==> config.mk <==
export PLATFORM = sky130hd
export DESIGN_NAME = frogger_ctrl
export DESIGN_NICKNAME = d
export VERILOG_FILES = /design/src/rtl/frogger_pkg.sv /design/src/rtl/frogger_lane.sv /design/src/rtl/frogger_ctrl.sv
export SDC_FILE = /design/constraint.sdc
export NUM_CORES = 1
export LEC_CHECK = 0
export BUFFER_PORTS_ARGS = -buffer_cell sky130_fd_sc_hd__buf_2
export CORE_MARGIN = 2
export CORE_UTILIZATION = 50
export CTS_BUF_LIST = sky130_fd_sc_hd__clkbuf_4 sky130_fd_sc_hd__clkbuf_8
export CTS_CLUSTER_SIZE = 40
export DETAILED_ROUTE_END_ITERATION = 6
export PLACE_DENSITY = 0.71
export SLEW_MARGIN = 20
export SYNTH_ARGS = -nofsm -noshare
export SYNTH_HDL_FRONTEND = slang
export SYNTH_HIERARCHICAL = 1
export SYNTH_SLANG_ARGS = --single-unit
==> constraint.sdc <==
create_clock -name clk -period 2.9 [get_ports clk]
set_input_delay 0 -clock clk [delete_from_list [all_inputs] [get_ports clk]]
set_output_delay 0 -clock clk [all_outputs]
set_load 0.005 [all_outputs]
==> src/rtl/frogger_pkg.sv <==
// Shared constants and types for the Frogger game sequencer.
// Lane tables are indexed 0..5 for display rows 2, 5, 7, 9, 11, 12.
package frogger_pkg;

  typedef enum logic [1:0] {
    ST_PLAY = 2'd0,
    ST_HIT  = 2'd1,
    ST_WIN  = 2'd2,
    ST_OVER = 2'd3
  } state_e;

  localparam int NUM_LANES = 6;

  localparam logic [3:0] START_X    = 4'd0;
  localparam logic [3:0] START_Y    = 4'd8;
  localparam logic [3:0] GOAL_ROW   = 4'd15;
  localparam logic [3:0] MAX_COL    = 4'd15;
  localparam logic [3:0] MAX_SCORE  = 4'd15;
  localparam logic [1:0] MAX_LEVEL  = 2'd3;
  localparam logic [1:0] INIT_LIVES = 2'd3;

  localparam logic [3:0]  LANE_ROW  [NUM_LANES] = '{4'd2, 4'd5, 4'd7, 4'd9, 4'd11, 4'd12};
  localparam logic [15:0] LANE_SEED [NUM_LANES] = '{16'hE19F, 16'hBCF8, 16'h79E9,
                                                   16'hF83B, 16'hC7E3, 16'hE7F0};
  localparam logic [2:0]  LANE_BASE [NUM_LANES] = '{3'd4, 3'd3, 3'd5, 3'd2, 3'd4, 3'd3};
  // 1 rotates toward the MSB, 0 toward the LSB
  localparam logic        LANE_DIR  [NUM_LANES] = '{1'b1, 1'b0, 1'b1, 1'b0, 1'b1, 1'b0};

  // Reload value max(1, base - level); higher levels shorten the period.
  function automatic logic [2:0] reload_period(input logic [2:0] base, input logic [1:0] lvl);
    logic [2:0] lvl_w;
    lvl_w = {1'b0, lvl};
    if (base > lvl_w + 3'd1) reload_period = base - lvl_w;
    else                     reload_period = 3'd1;
  endfunction

endpackage

==> src/rtl/frogger_lane.sv <==
// One car lane: a tick-driven period counter and a 16-bit rotator.
// The counter resets to 0, so the first tick after reset rotates the lane.
module frogger_lane
  import frogger_pkg::*;
(
  input  logic        clk,
  input  logic        reset,
  input  logic        tick,
  input  logic [1:0]  level,
  input  logic [15:0] seed,
  input  logic [2:0]  base,
  input  logic        dir,
  output logic [15:0] lane
);

  logic [15:0] lane_q, lane_d;
  logic [2:0]  cnt_q, cnt_d;

  always_comb begin
    lane_d = lane_q;
    cnt_d  = cnt_q;
    if (tick) begin
      if (cnt_q == 3'd0) begin
        lane_d = dir ? {lane_q[14:0], lane_q[15]} : {lane_q[0], lane_q[15:1]};
        cnt_d  = reload_period(base, level);
      end else begin
        cnt_d = cnt_q - 3'd1;
      end
    end
  end

  always_ff @(posedge clk) begin
    if (reset) begin
      lane_q <= seed;
      cnt_q  <= 3'd0;
    end else begin
      lane_q <= lane_d;
      cnt_q  <= cnt_d;
    end
  end

  assign lane = lane_q;

endmodule

==> src/rtl/frogger_ctrl.sv <==
// Frogger game sequencer: frog movement, six car lanes, collision, win and game-over.
// Optional feature macro FROGGER_CTRL_LIVES_EN enables a three-life respawn scheme.
module frogger_ctrl
  import frogger_pkg::*;
(
  input  logic        clk,
  input  logic        reset,
  input  logic        tick,
  input  logic        btn_up,
  input  logic        btn_down,
  input  logic        btn_left,
  input  logic        btn_right,
  output logic [3:0]  frog_x,
  output logic [3:0]  frog_y,
  output logic [15:0] car2,
  output logic [15:0] car5,
  output logic [15:0] car7,
  output logic [15:0] car9,
  output logic [15:0] car11,
  output logic [15:0] car12,
  output logic        gameover,
  output logic [3:0]  score,
  output logic [1:0]  level,
  output logic [1:0]  lives,
  output state_e      dbg_state
);

  state_e     state_q, state_d;
  logic [3:0] frog_x_q, frog_x_d;
  logic [3:0] frog_y_q, frog_y_d;
  logic [3:0] score_q, score_d;
  logic [1:0] level_q, level_d;
  logic [1:0] lives_q, lives_d;
  logic [3:0] btn;
  logic       hit;

  logic [15:0] lanes [NUM_LANES];

  for (genvar i = 0; i < NUM_LANES; i++) begin : g_lane
    frogger_lane u_lane (
      .clk   (clk),
      .reset (reset),
      .tick  (tick),
      .level (level_q),
      .seed  (LANE_SEED[i]),
      .base  (LANE_BASE[i]),
      .dir   (LANE_DIR[i]),
      .lane  (lanes[i])
    );
  end

  // Collision uses only registered frog and lane values.
  always_comb begin
    hit = 1'b0;
    for (int i = 0; i < NUM_LANES; i++) begin
      if (frog_x_q == LANE_ROW[i] && lanes[i][frog_y_q]) hit = 1'b1;
    end
  end

  assign btn = {btn_up, btn_down, btn_left, btn_right};

  always_comb begin
    state_d  = state_q;
    frog_x_d = frog_x_q;
    frog_y_d = frog_y_q;
    score_d  = score_q;
    level_d  = level_q;
    lives_d  = lives_q;
    case (state_q)
      ST_PLAY: begin
        if (hit) begin
          state_d = ST_HIT;
        end else if (frog_x_q == GOAL_ROW) begin
          state_d  = ST_WIN;
          score_d  = (score_q == MAX_SCORE) ? score_q : score_q + 4'd1;
          level_d  = (level_q == MAX_LEVEL) ? level_q : level_q + 2'd1;
          frog_x_d = START_X;
          frog_y_d = START_Y;
        end else if ($onehot(btn)) begin
          if (btn_up    && frog_x_q != GOAL_ROW) frog_x_d = frog_x_q + 4'd1;
          if (btn_down  && frog_x_q != 4'd0)     frog_x_d = frog_x_q - 4'd1;
          if (btn_left  && frog_y_q != MAX_COL)  frog_y_d = frog_y_q + 4'd1;
          if (btn_right && frog_y_q != 4'd0)     frog_y_d = frog_y_q - 4'd1;
        end
      end
      ST_HIT: begin
`ifdef FROGGER_CTRL_LIVES_EN
        lives_d = lives_q - 2'd1;
        if (lives_q != 2'd1) begin
          state_d  = ST_PLAY;
          frog_x_d = START_X;
          frog_y_d = START_Y;
        end else begin
          state_d = ST_OVER;
        end
`else
        state_d = ST_OVER;
`endif
      end
      ST_WIN:  state_d = ST_PLAY;
      ST_OVER: state_d = ST_OVER;
      default: state_d = ST_PLAY;
    endcase
  end

  always_ff @(posedge clk) begin
    if (reset) begin
      state_q  <= ST_PLAY;
      frog_x_q <= START_X;
      frog_y_q <= START_Y;
      score_q  <= 4'd0;
      level_q  <= 2'd0;
    end else begin
      state_q  <= state_d;
      frog_x_q <= frog_x_d;
      frog_y_q <= frog_y_d;
      score_q  <= score_d;
      level_q  <= level_d;
    end
  end

`ifdef FROGGER_CTRL_LIVES_EN
  always_ff @(posedge clk) begin
    if (reset) lives_q <= INIT_LIVES;
    else       lives_q <= lives_d;
  end
  assign lives = lives_q;
`else
  assign lives_q = 2'd0;
  assign lives   = 2'd0;
`endif

  assign frog_x    = frog_x_q;
  assign frog_y    = frog_y_q;
  assign score     = score_q;
  assign level     = level_q;
  assign gameover  = (state_q == ST_OVER);
  assign dbg_state = state_q;
  assign car2      = lanes[0];
  assign car5      = lanes[1];
  assign car7      = lanes[2];
  assign car9      = lanes[3];
  assign car11     = lanes[4];
  assign car12     = lanes[5];

endmodule

==> impl_metrics.json <==
{
  "finalSetupViolCount": 0,
  "grt_pass1_wl_mm": 35.0,
  "period_needed_ns": 2.71,
  "track_usage_pct": 22.0,
  "fin_tns_setup_ns": 0,
  "antenna_found_initial": 0,
  "post-route-period-util_pct": 93.6,
  "yosysWarnings": 6,
  "gr-total-overflow": 0,
  "synthCells": 916,
  "max_cap_violations": 0,
  "die_height_um": 139,
  "async_flop_share_pct": 0,
  "max_freq_mhz": 369,
  "grt_max_degree": 95,
  "row_count": 49,
  "cts_tree": "built",
  "fillerInstances": 1601,
  "synthesis.area_mm2": 0.00916,
  "post-route-drc-count": 0,
  "synth_area_leaders": "edfxtp_1, mux2i_1, dfxtp_1",
  "finClkSkew_ns": 0.0104,
  "wirelength_mm": 21.0,
  "yosysUniqueCellTypes": 54,
  "vias_per_cell": 5.23,
  "p_per_area_mw_per_mm2": 550,
  "cts_sinks": 130,
  "path_max_fanout": 4,
  "worstSetupStartpointType": "input pin",
  "grt_pass1_vias": 6870,
  "synthFlopType": "edfxtp_1",
  "pin_count": 122,
  "clk_latency_ns": 0.44,
  "critPathArrivalTime_ns": 3.05,
  "drtIter0Drc": 434,
  "gp_congestion": 0.814,
  "postSynthAreaPerCell_um2": 10.0,
  "numCtsBuffers": 17,
  "relSlewSlack_pct": 40.2,
  "initial_core_util_pct": 51.0,
  "synth_edf_count": 96,
  "ctsResizeCount": 0,
  "cts.clk_slew.worst_paths_ns": 0.07,
  "cts_buffer_depth": 2,
  "antennaDiodeCount": 0,
  "cellLeakagePower_nw": 4.81,
  "setup_ws_ns": 0.187,
  "hold_class": "in2reg",
  "die_area_mm2": 0.0194,
  "core_mm2": 0.0180,
  "critPathKind": "in2reg",
  "end_kind": "flop",
  "vias": 7264,
  "drtPass1Iterations": 5,
  "routedWlPerCell_um": 15.1,
  "clock-root-buffer": "clkbuf_8",
  "place_ws_ns": 0.266,
  "crit_required_ns": 3.23,
  "hold_viol": 0,
  "syn2layout_area_growth_pct": 18.1,
  "drive_gt1_share_pct": 18.1,
  "vdd_ir_drop_max_mv": 0.298,
  "r2r_slack_ns": 0.37,
  "port_buffers": 119,
  "fin_cells": 1390,
  "ys_seq_elements": 130,
  "ys_seq_area_share_pct": 38.9,
  "post_cts.repair.setup_buffers": 0,
  "dp_cells": 1356,
  "die-width_um": 139,
  "antenna_left": 0,
  "htree_levels": 4,
  "drv_slew": 0,
  "worst_slew_pin_slew_ns": 0.896,
  "yosys.area.top_type": "edfxtp_1",
  "yosysTopAreaCellShare_pct": 31.5,
  "rsz0062_at_grt": "false",
  "dp_hpwl_mm": 15.0,
  "outcome": "finished clean",
  "nets": 1213
}
layer usage:
metal / vias to the layer above / routed length [um] / GRT usage, %
met3: 25 / 851 / 4.40
met5: - / 0 / 0
met4: 0 / 275 / 6.06
met2: 154 / 9740 / 35.3
met1: 3414 / 10200 / 30.5
li1: 3671 / - / -
cell families (layout without fill, tap and decap cells):
kind of cell	after synthesis	count (layout)	share of synthesized area, %
DFF	130	130	38.9
buffers and inverters	106	219	5.44
other	2	134	0.0820
and+or+nand+nor	255	255	14.5
adders and majority gates	58	58	8.66
xor gates and xnor gates	13	13	1.24
muxes	150	150	16.9
AOI/OAI and AO/OA	202	202	14.3
placed cells by master, fill, tap and decap left out, types with 7 or more instances in the layout:
| cell | instances |
|---|---|
| mux2i_1 | 143 |
| a21oi_1 | 12 |
| or4_1 | 8 |
| nand3_1 | 22 |
| dfxtp_1 | 33 |
| clkbuf_8 | 19 |
| nand2b_1 | 7 |
| a211oi_1 | 11 |
| xor2_1 | 11 |
| nor3_1 | 11 |
| buf_4 | 14 |
| clkbuf_4 | 7 |
| or3b_2 | 8 |
| fa_1 | 9 |
| inv_1 | 50 |
| o21ai_0 | 108 |
| ha_1 | 49 |
| edfxtp_1 | 96 |
| a22oi_1 | 15 |
| a2111oi_0 | 8 |
| nand2_1 | 125 |
| nor2_1 | 23 |
| o21ba_2 | 12 |
| buf_2 | 118 |
| a21o_1 | 7 |
| conb_1 | 134 |
metrics by stage:
stage | power [mW] | hold slack [ns] | area [um^2] | util, %
final | 5.95 | 0.130 | 10800 | 60.2
after global routing | 6.31 | 0.143 | 10800 | 60.2
after CTS | 5.99 | 0.0949 | 10800 | 60.2
after detailed placement | 4.31 | 0.417 | 10400 | 57.8
after global placement | 4.28 | 0.406 | 10400 | 57.8
after floorplan | 3.75 | 0.171 | 9650 | -
critical path, cell delays in order:
cell	delay, ns
dlygate4sd3_1	0.52
buf_2	0.10
inv_1	0.06
fa_1	0.51
inv_1	0.04
ha_1	0.17
ha_1	0.27
nor3b_1	0.24
o21ai_0	0.12
o21ai_0	0.17
nand2_1	0.09
nor3_1	0.32
nand2_4	0.12
mux2_4	0.31
cell type report:
cell class | instances | area, um^2 | share of cell area [%]
Inverter | 50 | 188 | 1.73
Tap cell | 229 | 287 | 2.65
Multi-Input combinational cell | 812 | 5590 | 51.7
Timing Repair Buffer | 137 | 767 | 7.09
Clock inverter | 6 | 108 | 0.995
Sequential cell | 130 | 3560 | 33.0
Clock buffer | 26 | 314 | 2.90
flip-flops by register name, summed over array words and instances, names as in the netlist:
name / flops
dbg_state: 2
g_lane.u_lane/cnt_q: 18
frog_y: 4
frog_x: 4
score: 4
level: 2
g_lane.u_lane/lane: 96
worst paths after layout:
path,start,endpoint,depth (start not counted)
min reg2reg,score[3],score[3],2
max,btn_down,frog_y[0],14
max reg2reg,frog_y[0],frog_x[0],8
min,btn_right,frog_y[2],5
power by group:
group | switching, mW | internal, mW
registers | 0.354 | 2.36
logic | 0.818 | 0.753
clock network | 0.709 | 0.961
total | 1.88 | 4.07
cells in the mapped netlist, types with 7 or more instances:
cell type / count
mux2i_1: 143
nand2_1: 125
o21ai_0: 108
edfxtp_1: 96
inv_1: 50
ha_1: 49
dfxtp_1: 34
clkbuf_1: 23
nor2_1: 23
nand3_1: 22
buf_4: 16
a22oi_1: 15
buf_2: 14
a21oi_1: 12
o21ba_2: 12
a211oi_1: 11
nor3_1: 11
xor2_1: 11
fa_1: 9
a2111oi_0: 8
or3b_2: 8
or4_1: 8
a21o_1: 7
nand2b_1: 7
what timing repair did:
action,CTS,global route
hold buffers,2,0
setup endpoints to repair,0,0
endpoints found under the hold margin,2,0
Note: power is estimated with default switching activity, not from simulation.
